`config.mk`:
```
export PLATFORM = sky130hd
export DESIGN_NAME = divider_seq_n
export DESIGN_NICKNAME = d
export VERILOG_FILES = /design/src/rtl/div_pkg.sv /design/src/rtl/subtractor_n.sv /design/src/rtl/divider_seq_n.sv
export SDC_FILE = /design/constraint.sdc
export NUM_CORES = 1
export LEC_CHECK = 0
export ABC_AREA = 0
export CORE_ASPECT_RATIO = 1.4
export CORE_MARGIN = 2
export CORE_UTILIZATION = 60
export CTS_BUF_LIST = sky130_fd_sc_hd__clkbuf_2
export DETAILED_ROUTE_END_ITERATION = 7
export HOLD_SLACK_MARGIN = 0.1
export PLACE_DENSITY = 0.95
export SLEW_MARGIN = 20
export SYNTH_ARGS = -nofsm -noshare
export SYNTH_HDL_FRONTEND = slang
export SYNTH_SLANG_ARGS = --single-unit
```
`constraint.sdc`:
```
create_clock -name clk_i -period 5.5 [get_ports clk_i]
set_input_delay 1.375 -clock clk_i [delete_from_list [all_inputs] [get_ports clk_i]]
set_output_delay 1.375 -clock clk_i [all_outputs]
set_load 0.02 [all_outputs]
```
`src/rtl/div_pkg.sv`:
```
// Shared types and sizing helpers for the sequential restoring divider.
package div_pkg;

  typedef enum logic [1:0] {
    DIV_IDLE,
    DIV_RUN,
    DIV_DONE
  } div_state_e;

  localparam int unsigned DIV_NB_BIT_DEF = 24;

  // Width of the iteration counter, which must be able to hold the value nb_bit.
  function automatic int unsigned div_cnt_w(input int unsigned nb_bit);
    return $clog2(nb_bit + 1);
  endfunction

endpackage

```
`src/rtl/subtractor_n.sv`:
```
// Unsigned N-bit subtractor; borrow_o is set when a_i < b_i.
module subtractor_n #(
  parameter int unsigned nb_bit = 8
) (
  input  logic [nb_bit-1:0] a_i,
  input  logic [nb_bit-1:0] b_i,
  output logic [nb_bit-1:0] diff_o,
  output logic              borrow_o
);

  assign {borrow_o, diff_o} = {1'b0, a_i} - {1'b0, b_i};

endmodule

```
`src/rtl/divider_seq_n.sv`:
```
// Sequential unsigned restoring divider: one quotient bit per clock through a shared subtractor.
module divider_seq_n
  import div_pkg::*;
#(
  parameter int unsigned nb_bit = DIV_NB_BIT_DEF
) (
  input  logic              clk_i,
  input  logic              rst_i,
  input  logic              start_i,
  input  logic [nb_bit-1:0] dividend_i,
  input  logic [nb_bit-1:0] divisor_i,
  output logic              busy_o,
  output logic              done_o,
  output logic [nb_bit-1:0] quotient_o,
  output logic [nb_bit-1:0] remainder_o,
  output logic              div_by_zero_o
);

  localparam int unsigned CntW = div_cnt_w(nb_bit);

  div_state_e        state_q, state_d;
  logic [nb_bit-1:0] rem_q, rem_d;
  logic [nb_bit-1:0] q_q, q_d;
  logic [nb_bit-1:0] d_q, d_d;
  logic [CntW-1:0]   cnt_q, cnt_d;
  logic [nb_bit-1:0] quotient_q, quotient_d;
  logic [nb_bit-1:0] remainder_q, remainder_d;
  logic              dbz_q, dbz_d;

  logic [nb_bit:0]   trial;
  logic [nb_bit:0]   diff;
  logic              borrow;
  logic              unused_diff_msb;

  // Partial remainder shifted left with the next dividend bit brought in.
  assign trial = {rem_q, q_q[nb_bit-1]};

  subtractor_n #(
    .nb_bit(nb_bit + 1)
  ) u_sub (
    .a_i     (trial),
    .b_i     ({1'b0, d_q}),
    .diff_o  (diff),
    .borrow_o(borrow)
  );

  // Without a borrow the difference is below the divisor, so its MSB is always zero.
  assign unused_diff_msb = diff[nb_bit];

  always_comb begin
    state_d     = state_q;
    rem_d       = rem_q;
    q_d         = q_q;
    d_d         = d_q;
    cnt_d       = cnt_q;
    quotient_d  = quotient_q;
    remainder_d = remainder_q;
    dbz_d       = dbz_q;

    unique case (state_q)
      DIV_IDLE, DIV_DONE: begin
        state_d = DIV_IDLE;
        if (start_i) begin
          d_d     = divisor_i;
          q_d     = dividend_i;
          rem_d   = '0;
          cnt_d   = CntW'(nb_bit);
          dbz_d   = 1'b0;
          state_d = DIV_RUN;
          if (divisor_i == '0) begin
            state_d     = DIV_DONE;
            quotient_d  = '1;
            remainder_d = dividend_i;
            dbz_d       = 1'b1;
          end
        end
      end
      DIV_RUN: begin
        if (!borrow) begin
          rem_d = diff[nb_bit-1:0];
          q_d   = {q_q[nb_bit-2:0], 1'b1};
        end else begin
          rem_d = trial[nb_bit-1:0];
          q_d   = {q_q[nb_bit-2:0], 1'b0};
        end
        cnt_d = cnt_q - CntW'(1);
        if (cnt_q == CntW'(1)) begin
          state_d     = DIV_DONE;
          quotient_d  = q_d;
          remainder_d = rem_d;
        end
      end
      default: state_d = DIV_IDLE;
    endcase
  end

  always_ff @(posedge clk_i) begin
    if (rst_i) begin
      state_q     <= DIV_IDLE;
      rem_q       <= '0;
      q_q         <= '0;
      d_q         <= '0;
      cnt_q       <= '0;
      quotient_q  <= '0;
      remainder_q <= '0;
      dbz_q       <= 1'b0;
    end else begin
      state_q     <= state_d;
      rem_q       <= rem_d;
      q_q         <= q_d;
      d_q         <= d_d;
      cnt_q       <= cnt_d;
      quotient_q  <= quotient_d;
      remainder_q <= remainder_d;
      dbz_q       <= dbz_d;
    end
  end

  assign busy_o        = (state_q == DIV_RUN);
  assign done_o        = (state_q == DIV_DONE);
  assign quotient_o    = quotient_q;
  assign remainder_o   = remainder_q;
  assign div_by_zero_o = dbz_q;

endmodule
```
==> run metrics <==
post-synthesis sequential area ratio 39.3%; Peak VDD IR 0.276 mV; final net count 973; Post-CTS Setup Inserts 0; number of placement rows 45; number of fill cells in the layout 814; overall die height 127 µm; largest incremental delay on the critical path 0.71 ns; sum of routed wire length over all layers 16.5 mm; Die Outline Area 11700 µm²; element type at the critical path end output pin; final worst path period share 75.2%; data arrival time of the critical path 2.76 ns; cell-by-cell trace of the critical path nand2b_2 > inv_1 > clkdlybuf4s50_1; number of clock sinks seen by CTS 128; synthesis warning total 0; post-synthesis cell count 823; total I/O pin count 102; Worst Skew 0.0238 ns; Die X-Extent 92.1 µm; post-CTS clock slew at the launch and capture registers of the worst setup and hold paths 0.20 ns; wire length of the first global-routing pass 27.3 mm; run status finished, final reports clean; DRT iter0 DRCs 458; most common flop cell mapped by yosys sky130_fd_sc_hd__dfxtp_1; worst-margin pin slew 0.972 ns; number of endpoints with negative hold slack in the final report 0; setup slack, reg-to-reg 2.03 ns; area added between synthesis and finish 18.6%; met2 layer usage reported by global route 51.8%; DR DRC count 0; Avg Inst Size Synth 7.93 µm²; Crit path max-delay family buffers and inverters; class of the tightest hold or removal check reg -> reg; pin count of the biggest net entering global routing 92; count of TritonRoute iterations in the first routing pass 5; final total negative setup slack 0 ns; number of nets with antenna violations after routing 0; GP Congestion 0.889; Via Count 6220; Fmax 0.242 GHz; Detail Placement HPWL 11.9 mm; cts repair resizes 0; GR met1 Demand/Resource 32.6%; number of different library cells in the post-synthesis netlist 64; syn_nets 901; M3 GR Usage 5.90%; number of failing setup endpoints in the final timing report 0; latest clock arrival within the worst-skew pair 0.72 ns; Std-Cell Core Area 10700 µm²; PwrDens 473 nW/µm²; Crit-path slowest cell sky130_fd_sc_hd__clkdlybuf4s50_1; initial cell density of the core 61.0%; most crowded layer after global routing met2; Static Leakage 0.00297 µW; Root Buffer sky130_fd_sc_hd__clkbuf_2; gr usage total 28.7%; Critical Path Source Type flip-flop; EDFF count, synth 0; vias in the first global route 5935; RSZ-0062 raised after global routing no; share of synthesized registers carrying an async set or reset 0%; H-Tree Depth 4; fraction of layout cells with a size suffix above 1 6.94%; per-cell via count in the routed design 5.92; number of storage elements in the synthesis netlist 128; routed wirelength normalized by instance count 15.7 µm; Critical path buffers and inverters 2; clock period minus worst slack 4.14 ns; initial antenna violation count 1; netlist area before placement 6520 µm²; clock buffers created by TritonCTS 17; total count of max-transition violations in the final report 0; category of the most critical setup path reg -> out; clock tree from TritonCTS built; endpoint required time on the critical path 4.12 ns; max-capacitance violation count 0; Worst Hold Margin 0.466 ns; Slew headroom 35.2%; top fanout value on the critical path 29; count of hold buffers inserted by post-cts repair 0; total global routing overflow 0; count of input and output buffers 101; buffer levels on the longest clock path 2
==> state kept, by name (all words and copies together), names as in the netlist <==
name           count
quotient_o        24
rem_q             24
d_q               24
remainder_o       24
div_by_zero_o      1
state_q            2
q_q               24
cnt_q              5
==> cell families (layout without fill, tap and decap cells) <==
family                     Yosys count  count (layout)  share of synthesized area, %
AOI/OAI and AO/OA                  223             223                          23.2
adders and majority gates           27              27                          5.29
buffers and inverters               89             174                          6.00
xor gates and xnor gates            16              16                          2.15
other                                0               1                             0
muxes                                8               8                          1.23
and+or+nand+nor                    332             332                          22.9
DFF                                128             128                          39.3
==> cell usage after synthesis (8+ instances only) <==
cell | n | area (µm²)
sky130_fd_sc_hd__nor2_1 | 109 | 409
sky130_fd_sc_hd__nand2_1 | 132 | 495
sky130_fd_sc_hd__a311oi_1 | 27 | 236
sky130_fd_sc_hd__dfxtp_1 | 128 | 2560
sky130_fd_sc_hd__o22ai_1 | 9 | 56.3
sky130_fd_sc_hd__nor4_1 | 8 | 50.1
sky130_fd_sc_hd__a22oi_1 | 8 | 60.1
sky130_fd_sc_hd__clkbuf_1 | 40 | 150
sky130_fd_sc_hd__ha_1 | 26 | 325
sky130_fd_sc_hd__nor3_1 | 32 | 160
sky130_fd_sc_hd__nand3b_1 | 9 | 67.6
sky130_fd_sc_hd__mux2i_1 | 8 | 80.1
sky130_fd_sc_hd__xnor2_1 | 10 | 87.6
sky130_fd_sc_hd__a211oi_1 | 13 | 97.6
sky130_fd_sc_hd__a21oi_1 | 63 | 315
sky130_fd_sc_hd__a21o_1 | 13 | 97.6
sky130_fd_sc_hd__o21ai_0 | 38 | 190
sky130_fd_sc_hd__inv_1 | 34 | 128
==> cell usage in the layout, fill, tap and decap left out, types with 7 or more instances in the layout <==
master | synthesis | final
sky130_fd_sc_hd__o22ai_1 | 9 | 9
sky130_fd_sc_hd__inv_1 | 34 | 34
sky130_fd_sc_hd__nand2_1 | 132 | 132
sky130_fd_sc_hd__a31oi_1 | 7 | 7
sky130_fd_sc_hd__ha_1 | 26 | 26
sky130_fd_sc_hd__a21o_1 | 13 | 13
sky130_fd_sc_hd__clkbuf_2 | 0 | 18
sky130_fd_sc_hd__mux2i_1 | 8 | 8
sky130_fd_sc_hd__dfxtp_1 | 128 | 128
sky130_fd_sc_hd__xnor2_1 | 10 | 10
sky130_fd_sc_hd__a311oi_1 | 27 | 27
sky130_fd_sc_hd__nor4_1 | 8 | 8
sky130_fd_sc_hd__o21bai_1 | 7 | 7
sky130_fd_sc_hd__nor2_1 | 109 | 109
sky130_fd_sc_hd__clkdlybuf4s50_1 | 0 | 100
sky130_fd_sc_hd__nor3_1 | 32 | 32
sky130_fd_sc_hd__nand3b_1 | 9 | 9
sky130_fd_sc_hd__a211oi_1 | 13 | 13
sky130_fd_sc_hd__o21ai_0 | 38 | 38
sky130_fd_sc_hd__a21oi_1 | 63 | 63
sky130_fd_sc_hd__a22oi_1 | 8 | 8
sky130_fd_sc_hd__buf_4 | 3 | 8
==> where the power goes <==
| group | internal (µW) | switching (µW) | total, µW |
|---|---|---|---|
| combinational | 781 | 1180 | 1960 |
| sequential | 1040 | 97.8 | 1140 |
| clock | 172 | 391 | 562 |
==> metal layers <==
| metal | vias up | share of wire (%) |
|---|---|---|
| li1 | 3047 | - |
| met4 | 0 | 2.5 |
| met1 | 2883 | 40 |
| met2 | 254 | 51 |
| met5 | - | 0 |
| met3 | 36 | 6.4 |
==> area by class of cell <==
cell class	instances	area [µm²]	area share [%]
sequential	128	2560	33.1
clock inverter	14	135	1.75
clock buffer	18	90.1	1.16
inverter	34	128	1.65
timing repair buffer	108	1060	13.7
multi-input combinational	606	3580	46.3
antenna	1	2.50	0.0323
tap	141	176	2.28
==> worst paths after layout <==
check / startpoint / endpoint / depth (start not counted)
min: d_q[5]$_SDFFE_PP0P_ / d_q[5]$_SDFFE_PP0P_ / 2
max reg2reg: cnt_q[0]$_SDFFE_PP0P_ / remainder_o[13]$_SDFFE_PP0P_ / 8
max: state_q[0]$_SDFFE_PP0N_ / busy_o / 3
min reg2reg: d_q[5]$_SDFFE_PP0P_ / d_q[5]$_SDFFE_PP0P_ / 2
==> metrics by stage <==
stage / cell area [µm²] / power (µW) / std cells / util [%] / setup slack, ns
6_report: 7740 / 3660 / 1050 / 72.3 / 1.36
2_1_floorplan: 6520 / 2700 / 823 / - / 2.62
3_3_place_gp: 7510 / 3010 / 1017 / 70.2 / 1.22
5_1_grt: 7740 / 3890 / 1050 / 72.3 / 1.21
3_5_place_dp: 7510 / 3070 / 1017 / 70.2 / 1.12
4_1_cts: 7730 / 3620 / 1049 / 72.3 / 1.36
==> worst register-to-register path, stage by stage (launching register included) <==
cell,delay (ns)
sky130_fd_sc_hd__dfxtp_1,0.44
sky130_fd_sc_hd__ha_1,0.16
sky130_fd_sc_hd__or4b_4,0.46
sky130_fd_sc_hd__or2_1,0.57
sky130_fd_sc_hd__nand2_8,0.33
sky130_fd_sc_hd__and2_1,0.71
sky130_fd_sc_hd__buf_4,0.41
sky130_fd_sc_hd__nor2_1,0.08
sky130_fd_sc_hd__a311oi_1,0.25
Power figures use the tool's default switching activity.
